**src/rtl/router_pkt_reg.sv**
```systemverilog
// rtl/router_pkt_reg.sv - router input packet register with parity/length check and stall holding queue
module router_pkt_reg #(
    parameter int DATA_W     = 8,
    parameter int ADDR_W     = 2,
    parameter int HOLD_DEPTH = 4,
    parameter int CNT_W      = 8
) (
    input  logic              clock,
    input  logic              reset,
    input  logic              pkt_valid,
    input  logic [DATA_W-1:0] data_in,
    input  logic              fifo_full,
    output logic              busy,
    output logic [DATA_W-1:0] dout,
    output logic              write_enb,
    output logic [ADDR_W-1:0] dest_addr,
    output logic              parity_done,
    output logic              err,
    output logic              len_err,
    output logic [CNT_W-1:0]  err_count
);

    localparam int LEN_W  = DATA_W - ADDR_W;
    localparam int PTR_W  = (HOLD_DEPTH > 1) ? $clog2(HOLD_DEPTH) : 1;
    localparam int QCNT_W = $clog2(HOLD_DEPTH + 1);

    typedef enum logic [1:0] {S_IDLE, S_PAYLOAD, S_CHECK} state_e;

    state_e            state_q, state_d;
    logic [DATA_W-1:0] acc_q, acc_d, parity_q, parity_d;
    logic [LEN_W-1:0]  len_q, len_d, pay_cnt_q, pay_cnt_d;
    logic [ADDR_W-1:0] dest_q, dest_d;
    logic              pd_q, pd_d, err_q, err_d, len_err_q, len_err_d;
    logic [CNT_W-1:0]  ecnt_q, ecnt_d;

    logic [DATA_W-1:0] mem_q [HOLD_DEPTH];
    logic [PTR_W-1:0]  rd_q, wr_q;
    logic [QCNT_W-1:0] qcnt_q;
    logic [DATA_W-1:0] dout_q;
    logic              we_q;
    logic              push, pop, accept;

    assign busy   = (qcnt_q == QCNT_W'(HOLD_DEPTH));
    assign accept = !busy && (state_q != S_CHECK);
    assign pop    = (qcnt_q != '0) && !fifo_full;

    always_comb begin
        state_d   = state_q;
        acc_d     = acc_q;
        parity_d  = parity_q;
        len_d     = len_q;
        pay_cnt_d = pay_cnt_q;
        dest_d    = dest_q;
        pd_d      = pd_q;
        err_d     = err_q;
        len_err_d = len_err_q;
        ecnt_d    = ecnt_q;
        push      = 1'b0;
        case (state_q)
            S_IDLE: begin
                if (pkt_valid && accept) begin
                    push      = 1'b1;
                    dest_d    = data_in[ADDR_W-1:0];
                    len_d     = data_in[DATA_W-1:ADDR_W];
                    acc_d     = data_in;
                    pay_cnt_d = '0;
                    pd_d      = 1'b0;
                    err_d     = 1'b0;
                    len_err_d = 1'b0;
                    state_d   = S_PAYLOAD;
                end
            end
            S_PAYLOAD: begin
                if (accept) begin
                    push = 1'b1;
                    if (pkt_valid) begin
                        acc_d = acc_q ^ data_in;
                        if (pay_cnt_q != '1)
                            pay_cnt_d = pay_cnt_q + LEN_W'(1);
                    end else begin
                        parity_d = data_in;
                        state_d  = S_CHECK;
                    end
                end
            end
            S_CHECK: begin
                // A saturated payload counter means the true length is unknown, so it always flags.
                err_d     = (acc_q != parity_q);
                len_err_d = (pay_cnt_q != len_q) || (pay_cnt_q == '1);
                pd_d      = 1'b1;
                if ((err_d || len_err_d) && (ecnt_q != '1))
                    ecnt_d = ecnt_q + CNT_W'(1);
                state_d   = S_IDLE;
            end
            default: state_d = S_IDLE;
        endcase
    end

    always_ff @(posedge clock or posedge reset) begin
        if (reset) begin
            state_q   <= S_IDLE;
            acc_q     <= '0;
            parity_q  <= '0;
            len_q     <= '0;
            pay_cnt_q <= '0;
            dest_q    <= '0;
            pd_q      <= 1'b0;
            err_q     <= 1'b0;
            len_err_q <= 1'b0;
            ecnt_q    <= '0;
        end else begin
            state_q   <= state_d;
            acc_q     <= acc_d;
            parity_q  <= parity_d;
            len_q     <= len_d;
            pay_cnt_q <= pay_cnt_d;
            dest_q    <= dest_d;
            pd_q      <= pd_d;
            err_q     <= err_d;
            len_err_q <= len_err_d;
            ecnt_q    <= ecnt_d;
        end
    end

    // Storage needs no reset: the occupancy count alone decides what is valid.
    always_ff @(posedge clock) begin
        if (push)
            mem_q[wr_q] <= data_in;
    end

    always_ff @(posedge clock or posedge reset) begin
        if (reset) begin
            rd_q   <= '0;
            wr_q   <= '0;
            qcnt_q <= '0;
            dout_q <= '0;
            we_q   <= 1'b0;
        end else begin
            if (push)
                wr_q <= (wr_q == PTR_W'(HOLD_DEPTH - 1)) ? '0 : wr_q + PTR_W'(1);
            if (pop) begin
                rd_q   <= (rd_q == PTR_W'(HOLD_DEPTH - 1)) ? '0 : rd_q + PTR_W'(1);
                dout_q <= mem_q[rd_q];
            end
            if (push && !pop)
                qcnt_q <= qcnt_q + QCNT_W'(1);
            else if (pop && !push)
                qcnt_q <= qcnt_q - QCNT_W'(1);
            we_q <= pop;
        end
    end

    assign dout        = dout_q;
    assign write_enb   = we_q;
    assign dest_addr   = dest_q;
    assign parity_done = pd_q;
    assign err         = err_q;
    assign len_err     = len_err_q;
    assign err_count   = ecnt_q;

endmodule
```
**config.mk**
```make
export PLATFORM = sky130hd
export DESIGN_NAME = router_pkt_reg
export DESIGN_NICKNAME = d
export VERILOG_FILES = /design/src/rtl/router_pkt_reg.sv
export SDC_FILE = /design/constraint.sdc
export NUM_CORES = 1
export LEC_CHECK = 0
export CORE_UTILIZATION = 55
export DETAILED_ROUTE_END_ITERATION = 6
export GPL_TIMING_DRIVEN = 0
export PLACE_DENSITY = 0.77
export SYNTH_ARGS = -nofsm -noshare
export SYNTH_HDL_FRONTEND = slang
export SYNTH_SLANG_ARGS = --single-unit
```
**constraint.sdc**
```tcl
create_clock -name clock -period 6.6 [get_ports clock]
set_clock_uncertainty 0.15 [all_clocks]
set_input_delay 1.32 -clock clock [delete_from_list [all_inputs] [get_ports clock]]
set_output_delay 1.32 -clock clock [all_outputs]
set_load 0.02 [all_outputs]
```
==> metrics.yaml <==
placement:
  dp_cells: 413
  gp_congestion: 0.876
  dpl.hpwl_mm: 4.91
  port_buffers: 34
global_routing:
  grt_pass1_wl_mm: 11.3
  grt_pass1_vias: 2305
  met2_usage_pct: 32.2
  met3_usage_pct: 3.13
  antenna_found_initial: 0
  grt_max_degree: 33
  grt.busiest_layer: "met2"
  grt_use_total_pct: 20.2
  gr-total-overflow: 0
  use_met1_pct: 28.2
logic_synthesis:
  avgSynthCellArea_sq_um: 14.1
  synthCells: 282
  synthesis.area_sq_um: 3960
  ys_seq_elements: 91
  ys_warn_count: 0
  syn_nets: 303
  seq_area_frac_synth_pct: 61.5
  yosys.cell_types.count: 39
drt:
  post_drt_wl_per_cell_um: 15.8
  via_per_inst: 5.41
  ant_nets: 0
  drt-initial-drc-count: 122
  vias: 2322
  totalWireLength_mm: 6.76
  remaining_drc_errors: 0
  firstDrtPassIters: 4
final_layout:
  diodes: 0
  fin_cells: 429
  syn2layout_area_growth_pct: 17.0
  fin_nets: 349
  final_cell_mix: "59 x dfrtp_1, 34 x clkdlybuf4s50_1, 32 x edfxtp_1"
  final_layout_size_suffix_gt1_share_pct: 19.2
  final_common_cell: "dfrtp_1"
  fillers: 505
power:
  powerDensity_nw_per_um2: 458
  switchingPower_mw: 0.727
  clkPwrFrac_pct: 17.2
  combPwrFrac_pct: 38.1
  power_frac_seq_pct: 44.8
  internal_power_mw: 1.40
  sw_frac_of_total_pct: 34.2
  p_leak_nw: 1.82
  peakVddDrop_mv: 0.233
timing:
  fin_tns_setup_ns: 0
  drv_slew: 0
  worst_pin_slew_ns: 0.997
  period_needed_ns: 3.47
  setup_viol: 0
  finalHoldWorstSlack_ns: 0.340
  slew_headroom_pct: 33.3
  max_freq_ghz: 0.288
  rsz0062_at_grt: "no"
  finalHoldViolations: 0
  post-route-period-util_pct: 52.6
cts:
  cts.reportedPaths.clkPinSlew_ns: 0.09
  ctsHoldBuffers: 0
  clock_latency_ns: 0.35
  clockBufferDepth: 2
  htreeDepth: 3
  cts_root_buffer: "clkbuf_8"
  cts_buffers: 9
  post-cts-setup-buffers: 0
  cts_tree: "done"
  cts_resized: 0
  clkSinkCount: 91
floorplan:
  fp.dieH_um: 86.9
  dieArea_sq_um: 7550
  core_sq_um: 6870
  row_count: 30
  start_util_pct: 57.7
  die_width_um: 86.9
  ioPinCount: 35
setup_path:
  max_stage_delay_ns: 0.71
  startpoint_type: "register"
  reg2reg_slack_ns: 4.00
  path_cells: "nor3b_2, clkdlybuf4s50_1"
  cp_slowest_cell: "clkdlybuf4s50_1"
  crit_required_ns: 5.13
  critPathMaxFanout: 5
  critical_path_arrival_ns: 2.00
  cp-end-kind: "output pin"
  r2r_start: "qcnt_q[0]$_DFFE_PP0P_"
  cp-startpoint: "qcnt_q[0]$_DFFE_PP0P_"
  path_class: "reg -> out"
worst_hold_path:
  worstHoldStart: "parity_done$_DFFE_PP0P_"
  min_path_type: "reg -> reg"
run:
  maxCapViolations: 0
status:
  status: "finished, final reports clean"
[flip-flops by register name, summed over array words and instances (netlist names), 2 cells and up]
signal and count:
err_count 8, pay_cnt_q 6, mem_q 32, len_q 6, qcnt_q 3, wr_q 2
dout 8, dest_addr 2, state_q 2, parity_q 8, acc_q 8, rd_q 2
[layout make-up]
| class | count | area [sq um] | area share [%] |
|---|---|---|---|
| multi-input combinational | 178 | 1470 | 31.8 |
| timing repair buffer | 35 | 360 | 7.77 |
| tap | 96 | 120 | 2.59 |
| clock inverter | 5 | 62.6 | 1.35 |
| buffer | 8 | 33.8 | 0.728 |
| inverter | 5 | 18.8 | 0.405 |
| clock buffer | 11 | 131 | 2.83 |
| sequential | 91 | 2440 | 52.5 |
[power groups by stage]
stage / sequential (mW) / combinational (mW) / clock, mW
2_1_floorplan: 0.993 / 0.520 / 0
3_3_place_gp: 0.950 / 0.791 / 0
3_5_place_dp: 0.964 / 0.819 / 0
4_1_cts: 0.953 / 0.823 / 0.373
5_1_grt: 0.977 / 0.888 / 0.399
6_report: 0.951 / 0.809 / 0.364
[through the flow]
step           total power, mW  worst slack, ns  util (%)  instance area (sq um)
6_report                  2.12             3.13      67.5                   4640
5_1_grt                   2.26             3.04      67.5                   4640
4_1_cts                   2.15             3.10      67.5                   4640
3_5_place_dp              1.78             2.86      64.7                   4440
3_3_place_gp              1.74             2.58      64.4                   4420
2_1_floorplan             1.51             3.52         -                   3960
[cell usage after synthesis, drive strengths merged]
library cell	number	area [sq um]
inv	5	18.8
nand2b	3	18.8
o21bai	1	7.51
o21a	1	7.51
nor3b	2	25.0
mux4	8	180
and2	6	38.8
a311o	1	11.3
nor4b	3	32.5
xnor2	14	123
nand2	19	71.3
fa	1	20.0
o22ai	8	50.1
a21oi	9	45.0
buf	4	18.8
nor4	5	52.6
clkbuf	4	15.0
dfrtp	59	1480
ha	8	100
nor2	21	78.8
xor2	13	114
nand3	9	45.0
and3	1	11.3
edfxtp	32	961
o21ai	3	15.0
nor3	2	15.0
a22o	1	8.76
mux2i	2	20.0
mux2	29	330
nand4b	1	8.76
nand4	7	43.8
[kinds of logic after synthesis]
kind of cell | after synthesis | synth area share [%]
AO/OA/AOI/OAI | 24 | 3.66
XOR/XNOR | 27 | 5.97
adder cells (fa/ha/maj) | 9 | 3.03
buffers and inverters | 13 | 1.33
flip-flops | 91 | 61.5
multiplexers | 39 | 13.4
AND/OR/NAND/NOR | 79 | 11.1
[critical path, delay by kind of cell (launching register included)]
family        cells  cell delay [ns]
simple gates      1             0.49
flops             1             0.46
buf+inv           1             0.71
[worst paths after layout]
kind | to | depth (start not counted)
setup / recovery | busy | 2
hold / removal | parity_done$_DFFE_PP0P_ | 2
setup reg to reg | qcnt_q[1]$_DFFE_PP0P_ | 7
hold reg to reg | parity_done$_DFFE_PP0P_ | 2
max in group asynchronous | parity_q[1]$_DFFE_PP0P_ | 3
min in group asynchronous | dout[2]$_DFFE_PP0P_ | 2
[metal layers]
layer  part of all wire (%)  wire, um
met1                     47      3150
met2                     50      3350
met3                    2.3       156
met4                    1.6       105
met5                      0         0
Power figures use the tool's default switching activity.
